### src/rtl/ads127_fsync_rx.sv
// ads127_fsync_rx: frame-synchronised serial receiver for ADS127-style ADCs.
// Oversamples sck/fsync/dout in the aclk domain, deserialises up to eight
// lanes per frame and streams sign-extended samples out of an AXI-Stream
// first-word-fall-through FIFO. Whole frames are dropped when space is short.
`timescale 1ns/1ps
module ads127_fsync_rx #(
    parameter int CHANNELS   = 1,
    parameter int DATA_W     = 24,
    parameter int FIFO_DEPTH = 16
) (
    input  logic                aclk,
    input  logic                aresetn,
    input  logic                en,
    input  logic                sck,
    input  logic                fsync,
    input  logic [CHANNELS-1:0] dout,
    output logic [31:0]         m_axis_tdata,
    output logic [2:0]          m_axis_tuser,
    output logic                m_axis_tlast,
    output logic                m_axis_tvalid,
    input  logic                m_axis_tready,
    output logic [6:0]          rd_cnt,
    output logic                ovf,
    output logic                frame_err,
    output logic [15:0]         drop_cnt,
    input  logic                flag_clr
);

    localparam int AW = $clog2(FIFO_DEPTH);
    localparam int CW = AW + 1;
    localparam int BW = $clog2(DATA_W);

    typedef enum logic {
        ST_IDLE,
        ST_SHIFT
    } state_t;

    // ---------------------------------------------------------------
    // Input synchronisers and sck rising-edge detect
    // ---------------------------------------------------------------
    logic [1:0]          sck_sync;
    logic [1:0]          fsync_sync;
    logic                sck_d;
    logic [CHANNELS-1:0] dout_s1;
    logic [CHANNELS-1:0] dout_s2;
    logic                sck_rise;
    logic                fsync_s;

    // Two-flop synchronisers plus one delay flop for sck edge detection.
    // NOTE: registers use non-blocking (<=) so every flop samples pre-edge values.
    always_ff @(posedge aclk or negedge aresetn) begin
        if (!aresetn) begin
            sck_sync   <= '0;
            fsync_sync <= '0;
            sck_d      <= 1'b0;
            dout_s1    <= '0;
            dout_s2    <= '0;
        end else begin
            sck_sync   <= {sck_sync[0], sck};
            fsync_sync <= {fsync_sync[0], fsync};
            sck_d      <= sck_sync[1];
            dout_s1    <= dout;
            dout_s2    <= dout_s1;
        end
    end

    assign sck_rise = sck_sync[1] & ~sck_d;
    assign fsync_s  = fsync_sync[1];

    // ---------------------------------------------------------------
    // Capture FSM
    // ---------------------------------------------------------------
    state_t          state, state_nxt;
    logic [BW-1:0]   bit_cnt;
    logic            cap;        // shift one bit into every lane
    logic            start;      // this bit is the MSB of a new frame
    logic            err;        // fsync seen inside a frame
    logic            frame_end;  // this bit is bit 0

    // State register.
    always_ff @(posedge aclk or negedge aresetn) begin
        if (!aresetn) state <= ST_IDLE;
        else          state <= state_nxt;
    end

    // Next-state and capture strobes.
    // NOTE: every always_comb output gets a default first so no latch is inferred.
    always_comb begin
        state_nxt = state;
        cap       = 1'b0;
        start     = 1'b0;
        err       = 1'b0;
        frame_end = 1'b0;
        case (state)
            ST_IDLE: begin
                if (en && sck_rise && fsync_s) begin
                    cap       = 1'b1;
                    start     = 1'b1;
                    state_nxt = ST_SHIFT;
                end
            end
            ST_SHIFT: begin
                if (!en) begin
                    state_nxt = ST_IDLE;
                end else if (sck_rise) begin
                    cap = 1'b1;
                    if (fsync_s) begin
                        // Resynchronise on the new frame using this very edge.
                        err   = 1'b1;
                        start = 1'b1;
                    end else if (bit_cnt == BW'(DATA_W - 1)) begin
                        frame_end = 1'b1;
                        state_nxt = ST_IDLE;
                    end
                end
            end
            default: state_nxt = ST_IDLE;
        endcase
    end

    // ---------------------------------------------------------------
    // Lane shift registers and holding buffer
    // ---------------------------------------------------------------
    // The shift register keeps DATA_W-1 bits; the final bit goes straight
    // from the synchroniser into the holding buffer. Stale bits from an
    // aborted frame are shifted out naturally, so no explicit clear is needed.
    logic [DATA_W-2:0] shreg [CHANNELS];
    logic [DATA_W-1:0] hold  [CHANNELS];
    logic              push_pend;

    // Bit counter, lane shifting and holding-buffer load.
    always_ff @(posedge aclk or negedge aresetn) begin
        if (!aresetn) begin
            bit_cnt   <= '0;
            push_pend <= 1'b0;
            for (int c = 0; c < CHANNELS; c++) begin
                shreg[c] <= '0;
                hold[c]  <= '0;
            end
        end else begin
            push_pend <= frame_end;
            if (start)    bit_cnt <= BW'(1);
            else if (cap) bit_cnt <= bit_cnt + BW'(1);
            for (int c = 0; c < CHANNELS; c++) begin
                if (cap)       shreg[c] <= {shreg[c][DATA_W-3:0], dout_s2[c]};
                if (frame_end) hold[c]  <= {shreg[c], dout_s2[c]};
            end
        end
    end

    // ---------------------------------------------------------------
    // Push engine: writes one frame, channel by channel, or drops it
    // ---------------------------------------------------------------
    logic [CW-1:0]     count;
    logic [CW-1:0]     free_words;
    logic              space_ok;
    logic              push_act;
    logic [2:0]        push_ch;
    logic [2:0]        wr_ch;
    logic              wr_en;
    logic              wr_last;
    logic              drop;
    logic [DATA_W-1:0] sample;
    logic [31:0]       wr_data;

    assign free_words = CW'(FIFO_DEPTH) - count;
    assign space_ok   = free_words >= CW'(CHANNELS);
    assign drop       = push_pend & ~space_ok;
    assign wr_en      = (push_pend & space_ok) | push_act;
    assign wr_ch      = push_pend ? 3'd0 : push_ch;
    assign wr_last    = (wr_ch == 3'(CHANNELS - 1));

    // Channel sequencing after a successful first write.
    always_ff @(posedge aclk or negedge aresetn) begin
        if (!aresetn) begin
            push_act <= 1'b0;
            push_ch  <= 3'd0;
        end else if (push_pend && space_ok && CHANNELS > 1) begin
            push_act <= 1'b1;
            push_ch  <= 3'd1;
        end else if (push_act) begin
            if (push_ch == 3'(CHANNELS - 1)) push_act <= 1'b0;
            else                             push_ch  <= push_ch + 3'd1;
        end
    end

    // Select the holding-buffer word for the channel being written.
    always_comb begin
        sample = '0;
        for (int c = 0; c < CHANNELS; c++) begin
            if (wr_ch == 3'(c)) sample = hold[c];
        end
    end

    generate
        if (DATA_W == 32) begin : g_full
            assign wr_data = sample;
        end else begin : g_ext
            assign wr_data = {{(32 - DATA_W){sample[DATA_W-1]}}, sample};
        end
    endgenerate

    // ---------------------------------------------------------------
    // First-word-fall-through FIFO
    // ---------------------------------------------------------------
    logic [35:0]   mem [FIFO_DEPTH];
    logic [AW-1:0] wr_ptr;
    logic [AW-1:0] rd_ptr;
    logic [35:0]   rd_word;
    logic          rd_en;

    // Storage array: write port only.
    // NOTE: the memory has no reset; outputs are gated by tvalid instead.
    always_ff @(posedge aclk) begin
        if (wr_en) mem[wr_ptr] <= {wr_ch, wr_last, wr_data};
    end

    // Pointers and fill level; pointers wrap because depth is a power of two.
    always_ff @(posedge aclk or negedge aresetn) begin
        if (!aresetn) begin
            wr_ptr <= '0;
            rd_ptr <= '0;
            count  <= '0;
        end else begin
            if (wr_en) wr_ptr <= wr_ptr + AW'(1);
            if (rd_en) rd_ptr <= rd_ptr + AW'(1);
            case ({wr_en, rd_en})
                2'b10:   count <= count + CW'(1);
                2'b01:   count <= count - CW'(1);
                default: count <= count;
            endcase
        end
    end

    assign rd_word       = mem[rd_ptr];
    assign m_axis_tvalid = (count != '0);
    assign rd_en         = m_axis_tvalid & m_axis_tready;
    assign m_axis_tdata  = m_axis_tvalid ? rd_word[31:0]  : 32'd0;
    assign m_axis_tlast  = m_axis_tvalid ? rd_word[32]    : 1'b0;
    assign m_axis_tuser  = m_axis_tvalid ? rd_word[35:33] : 3'd0;
    assign rd_cnt        = 7'(count);

    // ---------------------------------------------------------------
    // Sticky status flags; a set event wins over a same-cycle clear
    // ---------------------------------------------------------------
    always_ff @(posedge aclk or negedge aresetn) begin
        if (!aresetn) begin
            ovf       <= 1'b0;
            frame_err <= 1'b0;
            drop_cnt  <= '0;
        end else begin
            if (err)           frame_err <= 1'b1;
            else if (flag_clr) frame_err <= 1'b0;

            if (drop)          ovf <= 1'b1;
            else if (flag_clr) ovf <= 1'b0;

            if (drop) begin
                if (flag_clr)                   drop_cnt <= 16'd1;
                else if (drop_cnt != 16'hFFFF)  drop_cnt <= drop_cnt + 16'd1;
            end else if (flag_clr) begin
                drop_cnt <= '0;
            end
        end
    end

endmodule

### config.mk
export PLATFORM = sky130hd
export DESIGN_NAME = ads127_fsync_rx
export DESIGN_NICKNAME = d
export VERILOG_FILES = /design/src/rtl/ads127_fsync_rx.sv
export SDC_FILE = /design/constraint.sdc
export NUM_CORES = 1
export LEC_CHECK = 0
export CAP_MARGIN = 20
export CORE_ASPECT_RATIO = 1.25
export CORE_UTILIZATION = 40
export DETAILED_ROUTE_END_ITERATION = 10
export PLACE_DENSITY_LB_ADDON = 0.3
export SYNTH_ARGS = -nofsm -noshare
export SYNTH_HDL_FRONTEND = slang
export SYNTH_SLANG_ARGS = --single-unit
### constraint.sdc
create_clock -name aclk -period 10.6 [get_ports aclk]
set_input_delay 2.12 -clock aclk [delete_from_list [all_inputs] [get_ports aclk]]
set_output_delay 2.12 -clock aclk [all_outputs]
set_load 0.02 [all_outputs]
**Word-level counts from Yosys, hierarchy flattened**

Memories as Yosys holds them, arrays and structs flattened.
Cells that the tools add are included.

- Output and inout port bits: 62
- Input bits: 8
- Logic and storage cells: 91
- Memory bits (writable): 576
- Flip-flop bits (word level): 96
- Memories: 1

- Eq/ne operators: 4
- Magnitude comparators: 1
- Bitwise operators: 9
- Reductions and logical operators: 12
- Add/subtract/negate cells: 8
- Muxes and demuxes: 38

Memories:

| name | words | width | rd ports | clocked after memory_dff | write ports | RTL line | RTL |
|---|---|---|---|---|---|---|---|
| mem | 16 | 36 | 1 | 0 | 1 | 206 | `logic [35:0] mem [FIFO_DEPTH];` |

Operators with widths:

| cell | count |
|---|---|
| 16-bit 2-to-1 mux | 4 |
| 32-bit 2-to-1 mux | 1 |
| 1-bit 2-to-1 mux | 24 |
| 24-bit 2-to-1 mux | 1 |
| 16-bit by 1-bit adder with 16-bit output, second input constant | 1 |
| 16-bit inequality test, second input constant | 1 |
| 5-bit by 1-bit adder with 5-bit output, second input constant | 2 |
| 5-bit 2-to-1 mux | 2 |
| 5-bit one-hot mux with 2 select lines | 1 |
| 2-bit nonzero test | 5 |
| 4-bit by 1-bit adder with 4-bit output, second input constant | 2 |
| 3-bit logical NOT | 2 |
| 3-bit 2-to-1 mux | 2 |
| 1-bit one-hot mux with 2 select lines | 3 |
| 5-bit equality test, second input constant | 1 |
| 5-bit by 1-bit greater-or-equal comparator with 1-bit output, second input constant | 1 |
| 5-bit nonzero test | 1 |
| 5-bit by 1-bit subtractor with 5-bit output, second input constant | 1 |
| 5-bit subtractor, first input constant | 1 |
| 1-bit bitwise AND | 4 |
| 1-bit NOT | 4 |
| 2-bit AND reduction | 2 |
| 3-bit by 1-bit adder with 3-bit output, second input constant | 1 |
| 2-bit by 1-bit equality test with 1-bit output, second input constant | 1 |
| other kinds (3) | 4 |

**Depth between registers and ports, before layout**

- Depth in word-level cells: 8
- Depth in mapped cells: 18
- Mapped depth without buffers: 15

**Worst setup path after synthesis**

No wires, ideal clock.

- Kind: reg2out
- From: register count[1]
- To: output m_axis_tdata[24]
- Path buffers: 4
- Arrival time: 2,908 ps
- Stages on the path, launching flop included: 11
- Slack: 5,572 ps
- Data required time: 8,480 ps
- Cells stage by stage: dfrtp_1 -> buf_2 -> inv_1 -> ha_1 -> nor3b_1 -> ha_1 -> or2_2 -> buf_1 -> clkbuf_1 -> o22ai_1 -> buf_4

- Word-level cells in the longest chain between the ends: 2

Ends and longest elaborated chain:

| item | RTL line | RTL |
|---|---|---|
| start: declaration | 154 | `logic [CW-1:0] count;` |
| start signal: assignment | 228 | `2'b10: count <= count + CW'(1);` |
| start signal: assignment | 229 | `2'b01: count <= count - CW'(1);` |
| start signal: assignment | 230 | `default: count <= count;` |
| 5-bit nonzero test | 236 | `assign m_axis_tvalid = (count != '0);` |
| 32-bit 2-to-1 mux | 238 | `assign m_axis_tdata = m_axis_tvalid ? rd_word[31:0] : 32'd0;` |
| end: declaration | 17 | `output logic [31:0] m_axis_tdata,` |

Every way passes these cells.

**Final worst setup path**

- From: register count[1]
- To: output m_axis_tdata[31]

Same word-level chain as after synthesis.

==> flow_summary.json <==
{
  "status": "finished clean",
  "finalMaxSlewViolations": 0,
  "dr.max_layer_used": "met4",
  "synth_area_leaders": "edfxtp_1, mux4_2, dfrtp_1",
  "synth_flop_cell": "edfxtp_1",
  "rows": 95,
  "final_nets": 1200,
  "numCtsBuffers": 53,
  "hold_ws_ns": 0.348,
  "place.gp.congestion": 0.784,
  "core_sq_um": 53700,
  "start_kind": "flop",
  "dp_slack_ns": 4.76,
  "clk_path_buf_depth": 3,
  "fin_crit_ns": 6.45,
  "path_clk_slew_ns": 0.06,
  "hold_depth": 0,
  "post-route-util": 0.463,
  "powerDensity_nw_per_um2": 215,
  "drt_first_pass_iters": 5,
  "synthArstFlopShare": 0.176,
  "die_w_microns": 210,
  "wl_met2_mm": 23.5,
  "critical_path_required_ns": 8.48,
  "grt_max_degree": 93,
  "ys_ff_latch": 544,
  "synth-edff-count": 448,
  "maxCapViolations": 0,
  "holdPathEnd": "fsync_sync[1]$_DFF_PN0_",
  "hold_violations": 0,
  "track_usage": 0.169,
  "initial_core_util": 0.404,
  "ir_worst_vdd_uv": 135,
  "hpwl_mm": 23.5,
  "reg2reg_to": "count[4]$_DFFE_PN0P_",
  "wl_per_cell_microns": 23.2,
  "hold_class": "reg2reg",
  "setup_viol": 0,
  "skew_ns": 0.0253,
  "cts.htree.levels": 2,
  "antenna_found_initial": 0,
  "ctsResizeCount": 0,
  "insertion_delay_ns": 0.60,
  "dieHeight_microns": 262,
  "wl_met3_mm": 1.49,
  "routedLengthMet1_mm": 19.2,
  "end_kind": "primary output",
  "netlist_area_sq_um": 21700,
  "first_iter_violations": 550,
  "min_from": "fsync_sync[0]$_DFF_PN0_",
  "crit_type": "reg2out",
  "cts_tree": "built",
  "fin_ws_ns": 4.15,
  "min_period_over_period": 0.608,
  "reg2reg_depth": 15,
  "slew_headroom": 0.230,
  "cellLeakagePower_nw": 8.06,
  "die-area_sq_um": 55200,
  "io_pins": 70,
  "layout-drive-gt1-share": 0.240,
  "num_vias": 10400,
  "ys_types": 61,
  "cp_max_fo": 15,
  "p_total_mw": 5.35,
  "via_per_inst": 5.33,
  "insertedDiodeCount": 0,
  "cts_hold_buf": 0,
  "grt_pass1_vias": 11300,
  "cts_sinks": 544,
  "drc": 0,
  "finalSetupTns_ns": 0,
  "crit_arrival_ns": 4.33,
  "max_slew.worst_pin.slew_ns": 1.16,
  "rsz0062_at_grt": "false",
  "n_fill_cell": 4624,
  "drt_wl_total_mm": 45.2,
  "synth_cells": 1103,
  "yosys.area.top_type": "edfxtp_1",
  "yosys-top-cells-count": "edfxtp_1, mux4_2, dfrtp_1, mux2i_1, mux2_2",
  "grt_pass1_wl_mm": 69.0,
  "avgSynthCellArea_sq_um": 19.7,
  "portBuffers": 67,
  "ant_nets": 0,
  "area_delta_synth_final_pct": 14.6,
  "synth_top_area_frac": 0.620,
  "r2r_slack_ns": 6.25,
  "r2r-start": "count[1]$_DFFE_PN0P_",
  "overflow": 0,
  "fmax_mhz": 155,
  "seq_area_frac_synth": 0.730,
  "postCtsSetupBuffers": 0,
  "root_buffer": "clkbuf_16",
  "yosysMostFrequentCell": "edfxtp_1",
  "yosysWarnings": 0
}
## power by group
part	switching (mW)	internal [mW]	leakage (nW)
clock network	0.784	1.05	0.829
logic	0.540	0.502	2.22
registers	0.153	2.32	5.01
## per-stage QoR
stage	instance area, sq um	cells
after floorplan	21700	1104
after global placement	23100	1847
after detailed placement	23100	1848
after CTS	24800	1948
after global routing	24900	1949
final	24900	1949
## worst max-delay path by stage
stage                    startpoint          endpoint  slack, ns  cells past startpoint
2_1_floorplan  count[1]$_DFFE_PN0P_  m_axis_tdata[24]       5.57                     10
3_3_place_gp   count[1]$_DFFE_PN0P_  m_axis_tdata[26]       4.90                      9
3_5_place_dp   count[1]$_DFFE_PN0P_  m_axis_tdata[31]       4.76                      9
4_1_cts        count[1]$_DFFE_PN0P_  m_axis_tdata[31]       4.10                      9
5_1_grt        count[1]$_DFFE_PN0P_  m_axis_tdata[27]       3.83                      9
6_report       count[1]$_DFFE_PN0P_  m_axis_tdata[31]       4.15                      9
## layer usage
layer	track usage	vias up
met5	0	-
met4	0.0554	0
li1	-	4600
met1	0.220	5516
met3	0.0221	73
met2	0.293	196
## critical path: stages, from the launching register on
cell and delay, ns:
dfrtp_1 0.57, inv_1 0.09, ha_1 0.25, nor3b_1 0.16
ha_1 0.24, inv_1 0.09, nand2_1 0.54, buf_4 0.46
o22ai_1 0.55, clkdlybuf4s50_1 0.74
## sequential cells by signal (all words and copies together) (netlist names)
name and flops:
bit_cnt 5, shreg 23, count 5, state 1, rd_ptr 4, fsync_sync 2, push_pend 1, wr_ptr 4
push_ch 3, sck_d 1, mem 448, push_act 1, dout_s2 1, hold 24, frame_err 1, sck_sync 2
ovf 1, dout_s1 1, drop_cnt 16
## logic make-up after synthesis
| kind of cell | count (synthesis) | synth area share |
|---|---|---|
| flip-flops | 544 | 0.730 |
| multiplexers | 228 | 0.173 |
| AND/OR/NAND/NOR | 146 | 0.0392 |
| buffers and inverters | 80 | 0.0178 |
| AO/OA/AOI/OAI | 70 | 0.0232 |
| XOR/XNOR | 19 | 0.00766 |
| adder cells (fa/ha/maj) | 15 | 0.00864 |
| other | 1 | 0.000173 |
## area by class of cell
class                   instances  area [sq um]  share of cell area
flip-flops and latches        544         15900               0.638
inverters                      16          60.1             0.00241
multi-input cells             480          5510               0.221
clock buffers                  75          1490              0.0600
repair buffers                 82           833              0.0335
well taps                     727           910              0.0366
clock inverters                25           209             0.00840
## layout by cell type, fill, tap and decap left out, types with 9 or more instances in the layout
cell	count
and3_2	12
inv_1	15
o22ai_1	29
mux2_2	57
ha_1	15
nand2_1	19
mux2i_1	58
nor2_1	25
buf_4	13
and2_1	25
edfxtp_1	448
clkbuf_1	16
clkbuf_16	55
mux4_2	112
xor2_1	11
dfrtp_1	93
clkdlybuf4s50_1	66
a21oi_1	9
clkinv_1	11
nand3_1	9
nor2b_1	12
Power figures use the tool's default switching activity.
